--- src/rtl/bmp_slave_rx_if.sv ---
// ---------------------------------------------------------------------------
// bmp_slave_rx_if
// Word stream carrying a BMP file packed little-endian (byte 0 in bits [7:0]).
//   slv_data       : packed file bytes
//   slv_data_valid : slv_data valid (source -> receiver)
//   slv_ready      : receiver accepts the word this cycle (receiver -> source)
// Modports: master = file source, slave = receiver.
// ---------------------------------------------------------------------------
interface bmp_slave_rx_if #(
    parameter int DATA_WIDTH = 32
);
    logic [DATA_WIDTH-1:0] slv_data;
    logic                  slv_data_valid;
    logic                  slv_ready;

    modport master (output slv_data, output slv_data_valid, input slv_ready);
    modport slave  (input slv_data, input slv_data_valid, output slv_ready);
endinterface

--- src/rtl/bmp_slave_rx.sv ---
// ---------------------------------------------------------------------------
// bmp_slave_rx
// Receives a 24-bit BMP file as a word stream, validates the header, skips to
// the pixel array, strips row padding and emits one {R,G,B} pixel per
// pix_valid/pix_ready handshake.
// Ports:
//   clk, rst          : clock, synchronous active-high reset
//   slv               : word stream in (bmp_slave_rx_if.slave)
//   pix_data          : {R,G,B} pixel
//   pix_valid/ready   : pixel handshake
//   pix_sol           : first pixel of a row (qualified by pix_valid)
//   pix_last          : last pixel of the image (qualified by pix_valid)
//   img_width/height  : parsed dimensions, stable while hdr_valid
//   hdr_valid         : header accepted
//   done              : one-cycle pulse at end of file
//   error             : sticky format error, cleared only by rst
// ---------------------------------------------------------------------------
module bmp_slave_rx #(
    parameter int DATA_WIDTH = 32,
    parameter int DIM_W      = 12,
    parameter int COLOR_SIZE = 8
) (
    input  logic                    clk,
    input  logic                    rst,
    bmp_slave_rx_if.slave           slv,
    output logic [3*COLOR_SIZE-1:0] pix_data,
    output logic                    pix_valid,
    input  logic                    pix_ready,
    output logic                    pix_sol,
    output logic                    pix_last,
    output logic [DIM_W-1:0]        img_width,
    output logic [DIM_W-1:0]        img_height,
    output logic                    hdr_valid,
    output logic                    done,
    output logic                    error
);

    localparam int LANES  = DATA_WIDTH / 8;
    localparam int LANE_W = (LANES > 1) ? $clog2(LANES) : 1;
    localparam logic [LANE_W-1:0] LAST_LANE = LANE_W'(LANES - 1);

    typedef enum logic [2:0] {
        S_HDR, S_SKIP, S_PIX, S_PAD, S_DRAIN, S_DONE, S_ERR
    } state_t;

    state_t r_state, w_state_next;

    // Word buffer
    logic [DATA_WIDTH-1:0] r_word;
    logic [LANE_W-1:0]     r_lane;
    logic                  r_buf_full;
    logic                  r_run;      // holds slv_ready low for the cycle after reset

    // Header fields
    logic [31:0] r_byte_cnt;
    logic [31:0] r_file_size;
    logic [31:0] r_data_start;
    logic [31:0] r_width;
    logic [31:0] r_height;
    logic [7:0]  r_bitcount_lo;

    // Pixel assembly
    logic [7:0]       r_b, r_g;
    logic [1:0]       r_ch;
    logic [DIM_W-1:0] r_col, r_row;
    logic [1:0]       r_pad_cnt;

    // Registered outputs
    logic [3*COLOR_SIZE-1:0] r_pix_data;
    logic                    r_pix_valid, r_pix_sol, r_pix_last;
    logic [DIM_W-1:0]        r_img_width, r_img_height;
    logic                    r_hdr_valid, r_done, r_error;

    // Combinational control
    logic       w_consume, w_flush, w_hdr_ok, w_pix_load, w_done_set;
    logic       w_slv_ready, w_accept;
    logic [7:0] w_byte;
    logic       w_at_end, w_stall, w_last_col, w_last_row, w_hdr_bad;
    logic [15:0] w_bitcount;

    assign w_byte     = r_word[{r_lane, 3'b000} +: 8];
    assign w_at_end   = (r_byte_cnt == r_file_size);
    assign w_last_col = (r_col == r_width[DIM_W-1:0] - DIM_W'(1));
    assign w_last_row = (r_row == r_height[DIM_W-1:0] - DIM_W'(1));
    // Only the byte that would complete a pixel waits on a full output stage.
    assign w_stall    = (r_ch == 2'd2) && r_pix_valid && !pix_ready;

    // Evaluated while byte 29 (bitcount high byte) is on the lane.
    assign w_bitcount = {w_byte, r_bitcount_lo};
    assign w_hdr_bad  = (w_bitcount != 16'd24)
                     || (r_width == 32'd0) || (r_height == 32'd0)
                     || r_height[31]
                     || ((r_width  >> DIM_W) != 32'd0)
                     || ((r_height >> DIM_W) != 32'd0)
                     || (r_data_start < 32'd30)
                     || (r_data_start >= r_file_size);

    // A flush cycle must not accept a word, or the first word of the next
    // file would be thrown away with the tail of this one.
    assign w_slv_ready = r_run && ((r_state == S_ERR) ||
                         ((!r_buf_full || (w_consume && r_lane == LAST_LANE)) && !w_flush));
    assign w_accept    = slv.slv_data_valid && w_slv_ready;

    always_ff @(posedge clk) begin
        if (rst) r_state <= S_HDR;
        else     r_state <= w_state_next;
    end

    // NOTE: every signal driven here gets a default first, so no path leaves
    // a value unassigned and no latch is inferred.
    always_comb begin
        w_state_next = r_state;
        w_consume    = 1'b0;
        w_flush      = 1'b0;
        w_hdr_ok     = 1'b0;
        w_pix_load   = 1'b0;
        w_done_set   = 1'b0;
        case (r_state)
            S_HDR: begin
                if (r_buf_full) begin
                    w_consume = 1'b1;
                    if (r_byte_cnt == 32'd0 && w_byte != 8'h42)      w_state_next = S_ERR;
                    else if (r_byte_cnt == 32'd1 && w_byte != 8'h4D) w_state_next = S_ERR;
                    else if (r_byte_cnt == 32'd29) begin
                        if (w_hdr_bad) w_state_next = S_ERR;
                        else begin
                            w_hdr_ok     = 1'b1;
                            w_state_next = S_SKIP;
                        end
                    end
                end
            end
            S_SKIP: begin
                if (r_byte_cnt == r_data_start) w_state_next = S_PIX;
                else if (r_buf_full)            w_consume    = 1'b1;
            end
            S_PIX: begin
                if (w_at_end) w_state_next = S_ERR;   // file ended inside the pixel array
                else if (r_buf_full && !w_stall) begin
                    w_consume = 1'b1;
                    if (r_ch == 2'd2) begin
                        w_pix_load = 1'b1;
                        if (w_last_col) begin
                            if (w_last_row)                 w_state_next = S_DRAIN;
                            else if (r_width[1:0] != 2'd0)  w_state_next = S_PAD;
                        end
                    end
                end
            end
            S_PAD: begin
                if (w_at_end) w_state_next = S_ERR;
                else if (r_buf_full) begin
                    w_consume = 1'b1;
                    if (r_pad_cnt == r_width[1:0] - 2'd1) w_state_next = S_PIX;
                end
            end
            S_DRAIN: begin
                if (w_at_end) begin
                    w_flush      = 1'b1;              // drop lanes past end of file
                    w_state_next = S_DONE;
                end else if (r_buf_full) begin
                    w_consume = 1'b1;
                end
            end
            S_DONE: begin
                if (!r_pix_valid) begin
                    w_done_set   = 1'b1;
                    w_state_next = S_HDR;
                end
            end
            default: w_state_next = S_ERR;            // S_ERR: held until rst
        endcase
    end

    // NOTE: r_word is not reset; r_buf_full alone says whether it holds data.
    always_ff @(posedge clk) begin
        if (rst) begin
            r_buf_full <= 1'b0;
            r_lane     <= '0;
            r_run      <= 1'b0;
        end else begin
            r_run <= 1'b1;
            if (r_state == S_ERR || w_flush) begin
                r_buf_full <= 1'b0;
                r_lane     <= '0;
            end else if (w_accept) begin
                r_word     <= slv.slv_data;
                r_buf_full <= 1'b1;
                r_lane     <= '0;
            end else if (w_consume) begin
                if (r_lane == LAST_LANE) r_buf_full <= 1'b0;
                else                     r_lane     <= r_lane + LANE_W'(1);
            end
        end
    end

    // NOTE: sequential state uses non-blocking assignments so every register
    // samples pre-edge values regardless of statement order.
    always_ff @(posedge clk) begin
        if (rst) begin
            r_byte_cnt    <= '0;
            r_file_size   <= '0;
            r_data_start  <= '0;
            r_width       <= '0;
            r_height      <= '0;
            r_bitcount_lo <= '0;
            r_b           <= '0;
            r_g           <= '0;
            r_ch          <= '0;
            r_col         <= '0;
            r_row         <= '0;
            r_pad_cnt     <= '0;
            r_pix_data    <= '0;
            r_pix_valid   <= 1'b0;
            r_pix_sol     <= 1'b0;
            r_pix_last    <= 1'b0;
            r_img_width   <= '0;
            r_img_height  <= '0;
            r_hdr_valid   <= 1'b0;
            r_done        <= 1'b0;
            r_error       <= 1'b0;
        end else begin
            r_done <= w_done_set;
            if (w_consume) r_byte_cnt <= r_byte_cnt + 32'd1;

            // Little-endian fields shift in from the top, LSB byte first.
            if (w_consume && r_state == S_HDR) begin
                if (r_byte_cnt >= 32'd2  && r_byte_cnt <= 32'd5)  r_file_size  <= {w_byte, r_file_size[31:8]};
                if (r_byte_cnt >= 32'd10 && r_byte_cnt <= 32'd13) r_data_start <= {w_byte, r_data_start[31:8]};
                if (r_byte_cnt >= 32'd18 && r_byte_cnt <= 32'd21) r_width      <= {w_byte, r_width[31:8]};
                if (r_byte_cnt >= 32'd22 && r_byte_cnt <= 32'd25) r_height     <= {w_byte, r_height[31:8]};
                if (r_byte_cnt == 32'd28)                         r_bitcount_lo <= w_byte;
            end

            if (w_hdr_ok) begin
                r_hdr_valid  <= 1'b1;
                r_img_width  <= r_width[DIM_W-1:0];
                r_img_height <= r_height[DIM_W-1:0];
                r_ch         <= '0;
                r_col        <= '0;
                r_row        <= '0;
                r_pad_cnt    <= '0;
            end

            // BMP stores each pixel as B, G, R.
            if (w_consume && r_state == S_PIX) begin
                case (r_ch)
                    2'd0:    begin r_b <= w_byte; r_ch <= 2'd1; end
                    2'd1:    begin r_g <= w_byte; r_ch <= 2'd2; end
                    default: begin
                        r_ch <= 2'd0;
                        if (w_last_col) begin
                            r_col <= '0;
                            r_row <= r_row + DIM_W'(1);
                        end else begin
                            r_col <= r_col + DIM_W'(1);
                        end
                    end
                endcase
            end

            if (w_consume && r_state == S_PAD) begin
                if (r_pad_cnt == r_width[1:0] - 2'd1) r_pad_cnt <= '0;
                else                                  r_pad_cnt <= r_pad_cnt + 2'd1;
            end

            if (w_state_next == S_ERR) begin
                r_error     <= 1'b1;
                r_pix_valid <= 1'b0;
            end else if (w_pix_load) begin
                r_pix_data  <= {w_byte, r_g, r_b};
                r_pix_valid <= 1'b1;
                r_pix_sol   <= (r_col == '0);
                r_pix_last  <= w_last_col && w_last_row;
            end else if (pix_ready) begin
                r_pix_valid <= 1'b0;
            end

            if (w_done_set) begin
                r_byte_cnt  <= '0;
                r_hdr_valid <= 1'b0;
            end
        end
    end

    assign slv.slv_ready = w_slv_ready;
    assign pix_data      = r_pix_data;
    assign pix_valid     = r_pix_valid;
    assign pix_sol       = r_pix_sol;
    assign pix_last      = r_pix_last;
    assign img_width     = r_img_width;
    assign img_height    = r_img_height;
    assign hdr_valid     = r_hdr_valid;
    assign done          = r_done;
    assign error         = r_error;

endmodule

--- src/flat_wrapper.sv ---
// flat-port wrapper written by rule: the top's interface ports become plain ports
module bmp_slave_rx_flat 
#(
    parameter int DATA_WIDTH = 32,
    parameter int DIM_W      = 12,
    parameter int COLOR_SIZE = 8
)
  (clk, rst, pix_data, pix_valid, pix_ready, pix_sol, pix_last, img_width, img_height, hdr_valid, done, error, slv_slv_data, slv_slv_data_valid, slv_slv_ready);
  bmp_slave_rx_if #(.DATA_WIDTH(DATA_WIDTH)) slv_i ();
  input  logic clk;
  input  logic rst;
  output logic [3*COLOR_SIZE-1:0] pix_data;
  output logic pix_valid;
  input  logic pix_ready;
  output logic pix_sol;
  output logic pix_last;
  output logic [DIM_W-1:0] img_width;
  output logic [DIM_W-1:0] img_height;
  output logic hdr_valid;
  output logic done;
  output logic error;
  input wire logic [$bits(slv_i.slv_data)-1:0] slv_slv_data;
  input wire logic [$bits(slv_i.slv_data_valid)-1:0] slv_slv_data_valid;
  output wire logic [$bits(slv_i.slv_ready)-1:0] slv_slv_ready;
  assign slv_i.slv_data = slv_slv_data;
  assign slv_i.slv_data_valid = slv_slv_data_valid;
  assign slv_slv_ready = slv_i.slv_ready;
  bmp_slave_rx #(.DATA_WIDTH(DATA_WIDTH), .DIM_W(DIM_W), .COLOR_SIZE(COLOR_SIZE)) u_core (.clk(clk), .rst(rst), .slv(slv_i), .pix_data(pix_data), .pix_valid(pix_valid), .pix_ready(pix_ready), .pix_sol(pix_sol), .pix_last(pix_last), .img_width(img_width), .img_height(img_height), .hdr_valid(hdr_valid), .done(done), .error(error));
endmodule
--- config.mk ---
export PLATFORM = sky130hd
export DESIGN_NAME = bmp_slave_rx_flat
export DESIGN_NICKNAME = d
export VERILOG_FILES = /design/src/rtl/bmp_slave_rx_if.sv /design/src/rtl/bmp_slave_rx.sv /design/src/flat_wrapper.sv
export SDC_FILE = /design/constraint.sdc
export NUM_CORES = 1
export LEC_CHECK = 0
export BUFFER_PORTS_ARGS = -buffer_cell sky130_fd_sc_hd__clkbuf_2
export CORE_MARGIN = 4
export CORE_UTILIZATION = 65
export DETAILED_ROUTE_END_ITERATION = 12
export PLACE_DENSITY = 0.83
export SYNTH_ARGS = -nofsm -noshare
export SYNTH_HDL_FRONTEND = slang
export SYNTH_SLANG_ARGS = --single-unit
--- constraint.sdc ---
create_clock -name clk -period 7.3 [get_ports clk]
set_input_delay 0.73 -clock clk [delete_from_list [all_inputs] [get_ports clk]]
set_output_delay 0.73 -clock clk [all_outputs]
set_load 0.02 [all_outputs]
# Word-level counts from Yosys, hierarchy flattened

Cells that the tools add are included.

Register bits: 305
Input port bits: 36
Word-level logic and storage cells: 189
Output and inout bits: 55

Eq/ne operators: 21
Add/subtract/negate cells: 8
Multiplexer cells: 57
Magnitude comparators: 10
Shift operators: 1
Bitwise gates (word level): 4
Reductions and logical operators: 62

Operator list:

| kind                    | count |
|---|---|
| $logic_not A32 Y1       | 3 |
| $mux W12                | 8 |
| $eq A32 B32 Y1          | 2 |
| $eq A32 B5 Y1 const B   | 2 |
| $ge A32 B5 Y1 const B   | 2 |
| $le A32 B5 Y1 const B   | 2 |
| $reduce_bool A32 Y1     | 2 |
| $mux W3                 | 17 |
| $add A32 B1 Y32 const B | 1 |
| $eq A32 B1 Y1 const B   | 1 |
| $ge A32 B2 Y1 const B   | 1 |
| $ge A32 B32 Y1          | 1 |
| $ge A32 B4 Y1 const B   | 1 |
| $le A32 B3 Y1 const B   | 1 |
| $le A32 B4 Y1 const B   | 1 |
| $lt A32 B5 Y1 const B   | 1 |
| $shiftx A32 B6 Y8       | 1 |
| $mux W1                 | 25 |
| $add A12 B1 Y12 const B | 2 |
| $eq A12 B12 Y1          | 2 |
| $sub A12 B1 Y12 const B | 2 |
| $reduce_and A2 Y1       | 10 |
| $pmux W3 S6             | 1 |
| $logic_and A1 B1 Y1     | 17 |
| 23 further kinds        | 57 |

# Longest topological paths before layout

Word-level depth: 19
Mapped depth: 12
Mapped depth without buffers: 10

# Worst setup path before layout

OpenSTA, ideal clock, no wires.

Path type: input-to-reg
Start: in pix_ready
End: reg u_core.r_word[0], enable pin
Cell stages on the path: 7
Path buffers: 0
Library setup time: 468 ps
Path slack: 2826 ps
Arrival time: 4006 ps
Required time: 6832 ps
Cell sequence: nand4bb_1 > nor2_1 > nor2_1 > o22ai_1 > and2_1 > o21ai_0 > nor3b_1

Cells in the longest elaborated chain, start to end: 14

Ends and longest elaborated chain:

| item                               | line                | RTL |
|---|---|---|
| from (decl)                        | flat_wrapper.sv:14  | `input logic pix_ready;` |
| $logic_not A1 Y1                   | bmp_slave_rx.sv:86  | `assign w_stall = (r_ch == 2'd2) && r_pix_valid && !pix_ready;` |
| $logic_and A1 B1 Y1                | bmp_slave_rx.sv:86  |  |
| $logic_not A1 Y1                   | bmp_slave_rx.sv:139 | `else if (r_buf_full && !w_stall) begin` |
| $logic_and A1 B1 Y1                | bmp_slave_rx.sv:139 |  |
| $mux W1                            | bmp_slave_rx.sv:139 |  |
| $mux W1                            | bmp_slave_rx.sv:138 | `if (w_at_end) w_state_next = S_ERR;` |
| $pmux W1 S4                        | bmp_slave_rx.sv:118 | `case (r_state)` |
| $logic_and A1 B1 Y1                | bmp_slave_rx.sv:101 | `((!r_buf_full \|\| (w_consume && r_lane == LAST_LANE)) && !w_flush));` |
| $logic_or A1 B1 Y1                 | bmp_slave_rx.sv:101 |  |
| $logic_and A1 B1 Y1                | bmp_slave_rx.sv:101 |  |
| $logic_or A1 B1 Y1                 | bmp_slave_rx.sv:100 | `assign w_slv_ready = r_run && ((r_state == S_ERR) \|\|` |
| $logic_and A1 B1 Y1                | bmp_slave_rx.sv:100 |  |
| $logic_and A1 B1 Y1                | bmp_slave_rx.sv:102 | `assign w_accept = slv.slv_data_valid && w_slv_ready;` |
| $reduce_and A3 Y1 (no source line) | -                   |  |
| to (signal assigned)               | bmp_slave_rx.sv:187 | `r_word <= slv.slv_data;` |
| to (decl)                          | bmp_slave_rx.sv:49  | `logic [DATA_WIDTH-1:0] r_word;` |

Every way passes these cells.
A chain may end at the register's enable or synchronous reset.

# Worst setup path after layout

Start: reg u_core.r_byte_cnt[20]
End: reg u_core.r_pix_last, in the netlist u_core.pix_last

Cells in the longest elaborated chain, start to end: 9

Ends and longest elaborated chain:

| item                                                  | line                                     | RTL |
|---|---|---|
| from (decl)                                           | bmp_slave_rx.sv:55                       | `logic [31:0] r_byte_cnt;` |
| from (signal assigned)                                | bmp_slave_rx.sv:224                      | `if (w_consume) r_byte_cnt <= r_byte_cnt + 32'd1;` |
| $eq A32 B5 Y1 / $eq A32 B1 Y1 (equally long branches) | bmp_slave_rx.sv:124, bmp_slave_rx.sv:123 |  |
| $mux W3 / $logic_and A1 B1 Y1 (equally long branches) | bmp_slave_rx.sv:124, bmp_slave_rx.sv:123 |  |
| $mux W3                                               | bmp_slave_rx.sv:123                      | `else if (r_byte_cnt == 32'd1 && w_byte != 8'h4D) w_state_next = S_ERR;` |
| $mux W3                                               | bmp_slave_rx.sv:122                      | `if (r_byte_cnt == 32'd0 && w_byte != 8'h42) w_state_next = S_ERR;` |
| $mux W3                                               | bmp_slave_rx.sv:120                      | `if (r_buf_full) begin` |
| $pmux W3 S6                                           | bmp_slave_rx.sv:118                      |  |
| $eq A3 B3 Y1                                          | bmp_slave_rx.sv:267                      | `if (w_state_next == S_ERR) begin` |
| $not A1 Y1 (no source line)                           | -                                        |  |
| $reduce_and A2 Y1 (no source line) *                  | -                                        |  |
| to (signal assigned)                                  | bmp_slave_rx.sv:274                      | `r_pix_last <= w_last_col && w_last_row;` |
| to (decl)                                             | bmp_slave_rx.sv:70                       | `logic r_pix_valid, r_pix_sol, r_pix_last;` |

Every way passes the cells marked *; elsewhere a longest branch is shown, timed or not.

==> flow_metrics.env <==
export IMPL_min_period_ps=3921
export IMPL_rsz0062_at_grt="false"
export IMPL_initial_utilization_pct=66.59
export IMPL_grt_pass1_vias=11840
export IMPL_finalSetupTns_ps=0
export IMPL_drt_first_pass_iters=5
export IMPL_maxCapViolCount=0
export IMPL_slowest_delay_ps=850
export IMPL_clock_power_share_pct=45.4
export IMPL_layout_nets=1826
export IMPL_hold_viol_final=0
export IMPL_grt_max_degree=86
export IMPL_synth_cell_types=72
export IMPL_worstPathArrival_ps=4420
export IMPL_slew_headroom_pct=10.68
export IMPL_antenna_found_initial=0
export IMPL_multi_input_area_sq_um=7506
export IMPL_final_cell_area_sq_um=16140
export IMPL_drive_above_1_share_pct=11.19
export IMPL_synth_main_ff_cell="dfxtp_1"
export IMPL_wl_per_cell_um=19.38
export IMPL_gp_congestion=1.086
export IMPL_yosys_warnings=0
export IMPL_postSynthAreaPerCell_sq_um=8.468
export IMPL_row_count=54
export IMPL_path_cells="xor2_1, nor4_1, nand4_1, nor2_1, nor3_1, nand2b_1, or3_1, a21oi_1"
export IMPL_synth_area_sq_um=14670
export IMPL_fmax_mhz=255.1
export IMPL_fillers=1628
export IMPL_antenna_cells=0
export IMPL_post_synth_inst_count=1732
export IMPL_r2r_cells=8
export IMPL_worstMarginPinSlew_ps=1330
export IMPL_r2r_setup_slack_ps=3380
export IMPL_remaining_drc_errors=0
export IMPL_die_area_sq_um=25030
export IMPL_hold_slack_ps=325.4
export IMPL_wl_met2_mm=17.72
export IMPL_reg2reg_from="u_core.r_byte_cnt[20]$_SDFFE_PP0P_"
export IMPL_cp_max_fo=28
export IMPL_ys_async_sr_fraction_pct=0
export IMPL_wl_met1_mm=16.88
export IMPL_rr_endpoint="u_core.pix_last$_SDFFE_PP0P_"
export IMPL_combPwrFrac_pct=6.8
export IMPL_seq_area_sq_um=6426
export IMPL_total_power_mw=3.677
export IMPL_ys_seq_area_share_pct=43.82
export IMPL_p_per_area_nw_per_um2=227.7
export IMPL_internal_power_mw=2.800
export IMPL_placedInstanceArea_sq_um=15050
export IMPL_grt_usage_pct=31.22
export IMPL_leakage_nw=6.344
export IMPL_h_tree_depth=1
export IMPL_clkSlewWorstSetupHoldPaths_ps=60
export IMPL_cts_buffers=30
export IMPL_cts_resized_gates=0
export IMPL_dpl_hpwl_mm=27.02
export IMPL_die_w_um=158.2
export IMPL_avgViaCountPerCell=6.218
export IMPL_die_y_um=158.2
export IMPL_ys_seq_elements=305
export IMPL_grt_pass1_wl_mm=62.87
export IMPL_clockBufferDepth=3
export IMPL_root_buffer="clkbuf_16"
export IMPL_grt_overflow=0
export IMPL_crit_required_ps=7800
export IMPL_vias=12750
export IMPL_status="finished clean"
export IMPL_crit_path_end="u_core.pix_last$_SDFFE_PP0P_"
export IMPL_areaGrowthSynthToFinish_pct=10.07
export IMPL_setup_viol=0
export IMPL_p_sw_share_pct=23.86
export IMPL_io_buffers=90
export IMPL_period_share_pct=53.71
export IMPL_switching_power_mw=0.8773
export IMPL_min_path_type="primary input to register"
export IMPL_insertion_delay_ps=580
export IMPL_post_cts_buffers=0
export IMPL_ios=91
export IMPL_final_cells=2050
export IMPL_drt_iter0_drc=1315
export IMPL_skew_ps=25.94
export IMPL_crit_start="u_core.r_byte_cnt[20]$_SDFFE_PP0P_"
export IMPL_synth_edf_count=32
export IMPL_startpoint_type="register"
export IMPL_setup_ws_ps=3379
export IMPL_core_area_sq_um=22030
export IMPL_final_util_pct=73.30
export IMPL_dp_slack_ps=3604
export IMPL_clock_sinks=305
export IMPL_wirelength_mm=39.73
export IMPL_met3_length_mm=3.852
export IMPL_drv_slew=0
export IMPL_power_frac_seq_pct=47.8
export IMPL_syn_nets=1811
export IMPL_cts_tree="built"
export IMPL_critPathCaptureType="register"
export IMPL_critPathKind="register to register"
export IMPL_slowest_stage="nand2b_1"
export IMPL_top_layer="met4"
export IMPL_dp_cells=1995
export IMPL_postCtsHoldBufs=0
export IMPL_ant_nets=0
export IMPL_peakVddDrop_uv=226.0
## power groups by stage
stage / clock network, mW / logic (mW) / registers [mW]
final: 1.67 / 0.250 / 1.76
after CTS: 1.69 / 0.246 / 1.75
after detailed placement: 0 / 0.240 / 1.79
after floorplan: 0 / 0.188 / 1.77
after global placement: 0 / 0.237 / 1.79
after global routing: 1.76 / 0.270 / 1.76
## kinds of logic after synthesis
| logic type | share of synthesized area [%] |
|---|---|
| and+or+nand+nor | 23.72 |
| DFF | 43.82 |
| AOI/OAI and AO/OA | 12.49 |
| xor gates and xnor gates | 6.270 |
| buffers and inverters | 5.170 |
| adders and majority gates | 3.668 |
| muxes | 4.871 |
## how the worst min path moves through the flow
stage	from	cells after the start	end
2_1_floorplan	u_core.r_b[0]$_SDFFE_PP0P_	2	u_core.pix_data[0]$_SDFFE_PP0P_
3_3_place_gp	u_core.error$_SDFFE_PP0N_	2	u_core.error$_SDFFE_PP0N_
3_5_place_dp	u_core.r_g[0]$_SDFFE_PP0P_	2	u_core.pix_data[8]$_SDFFE_PP0P_
4_1_cts	slv_slv_data[11]	1	u_core.r_word[11]$_DFFE_PP_
5_1_grt	slv_slv_data[8]	1	u_core.r_word[8]$_DFFE_PP_
6_report	slv_slv_data[11]	1	u_core.r_word[11]$_DFFE_PP_
## registers in the layout, summed over array words and instances, names as in the netlist, 2 cells and up
name / count
u_core.r_word: 32
u_core.r_lane: 2
u_core.r_ch: 2
u_core.r_pad_cnt: 2
u_core.r_col: 12
u_core.pix_data: 24
u_core.r_g: 8
u_core.r_file_size: 32
u_core.r_state: 3
u_core.r_row: 12
u_core.img_height: 12
u_core.r_data_start: 32
u_core.r_byte_cnt: 32
u_core.r_width: 32
u_core.img_width: 12
u_core.r_bitcount_lo: 8
u_core.r_b: 8
u_core.r_height: 32
## final cells by class
type	instances	area share [%]
tap	280	2.170
clock inverter	11	0.9920
timing repair buffer	102	3.387
multi-input combinational	1250	46.49
inverter	58	1.349
sequential	305	39.80
clock buffer	44	5.805
## per-layer routing
layer  global-route usage [%]  vias to the layer above
met1                    45.21                     6039
met4                    10.56                        0
met3                    5.768                      103
li1                         -                     5991
met2                    47.29                      613
met5                        0                        -
## Yosys cell counts (24+ instances only)
cell type | count | area share [%]
o21ai_0 | 37 | 1.3
inv_1 | 57 | 1.5
nand4_1 | 24 | 1.0
clkbuf_1 | 75 | 1.9
nor2_1 | 103 | 2.6
xnor2_1 | 25 | 1.5
buf_2 | 36 | 1.2
a21oi_1 | 202 | 6.9
edfxtp_1 | 32 | 6.6
mux2i_1 | 50 | 3.4
ha_1 | 43 | 3.7
or3_1 | 24 | 1.0
xor2_1 | 80 | 4.8
nor4_1 | 44 | 1.9
nor3_1 | 26 | 0.89
nand2_1 | 364 | 9.3
dfxtp_1 | 273 | 37
nand3_1 | 34 | 1.2
## cell usage in the layout (no fill, tap or decap), types with 7 or more instances in the layout
cell type	count
dfxtp_1	273
clkbuf_16	33
xnor2_1	25
nor3b_1	9
nor2b_1	7
nor2_1	102
clkbuf_8	7
mux4_2	8
or4_1	9
and3_1	17
nand2b_1	17
edfxtp_1	32
buf_4	12
ha_1	43
o21ai_0	36
inv_1	58
a22o_1	11
nor3_1	26
nand3_1	34
nand4_1	24
a21o_1	13
clkbuf_2	89
a21oi_1	202
nand2_1	364
xor2_1	80
nor4_1	43
or3_1	24
mux2i_1	50
## critical path: cells and delay by family, from the launching register on
family | cells | cell delay [ps]
AND/OR/NAND/NOR | 6 | 2690
XOR/XNOR | 1 | 380
AO/OA/AOI/OAI | 1 | 150
flip-flops | 1 | 630
Power figures use the tool's default switching activity.
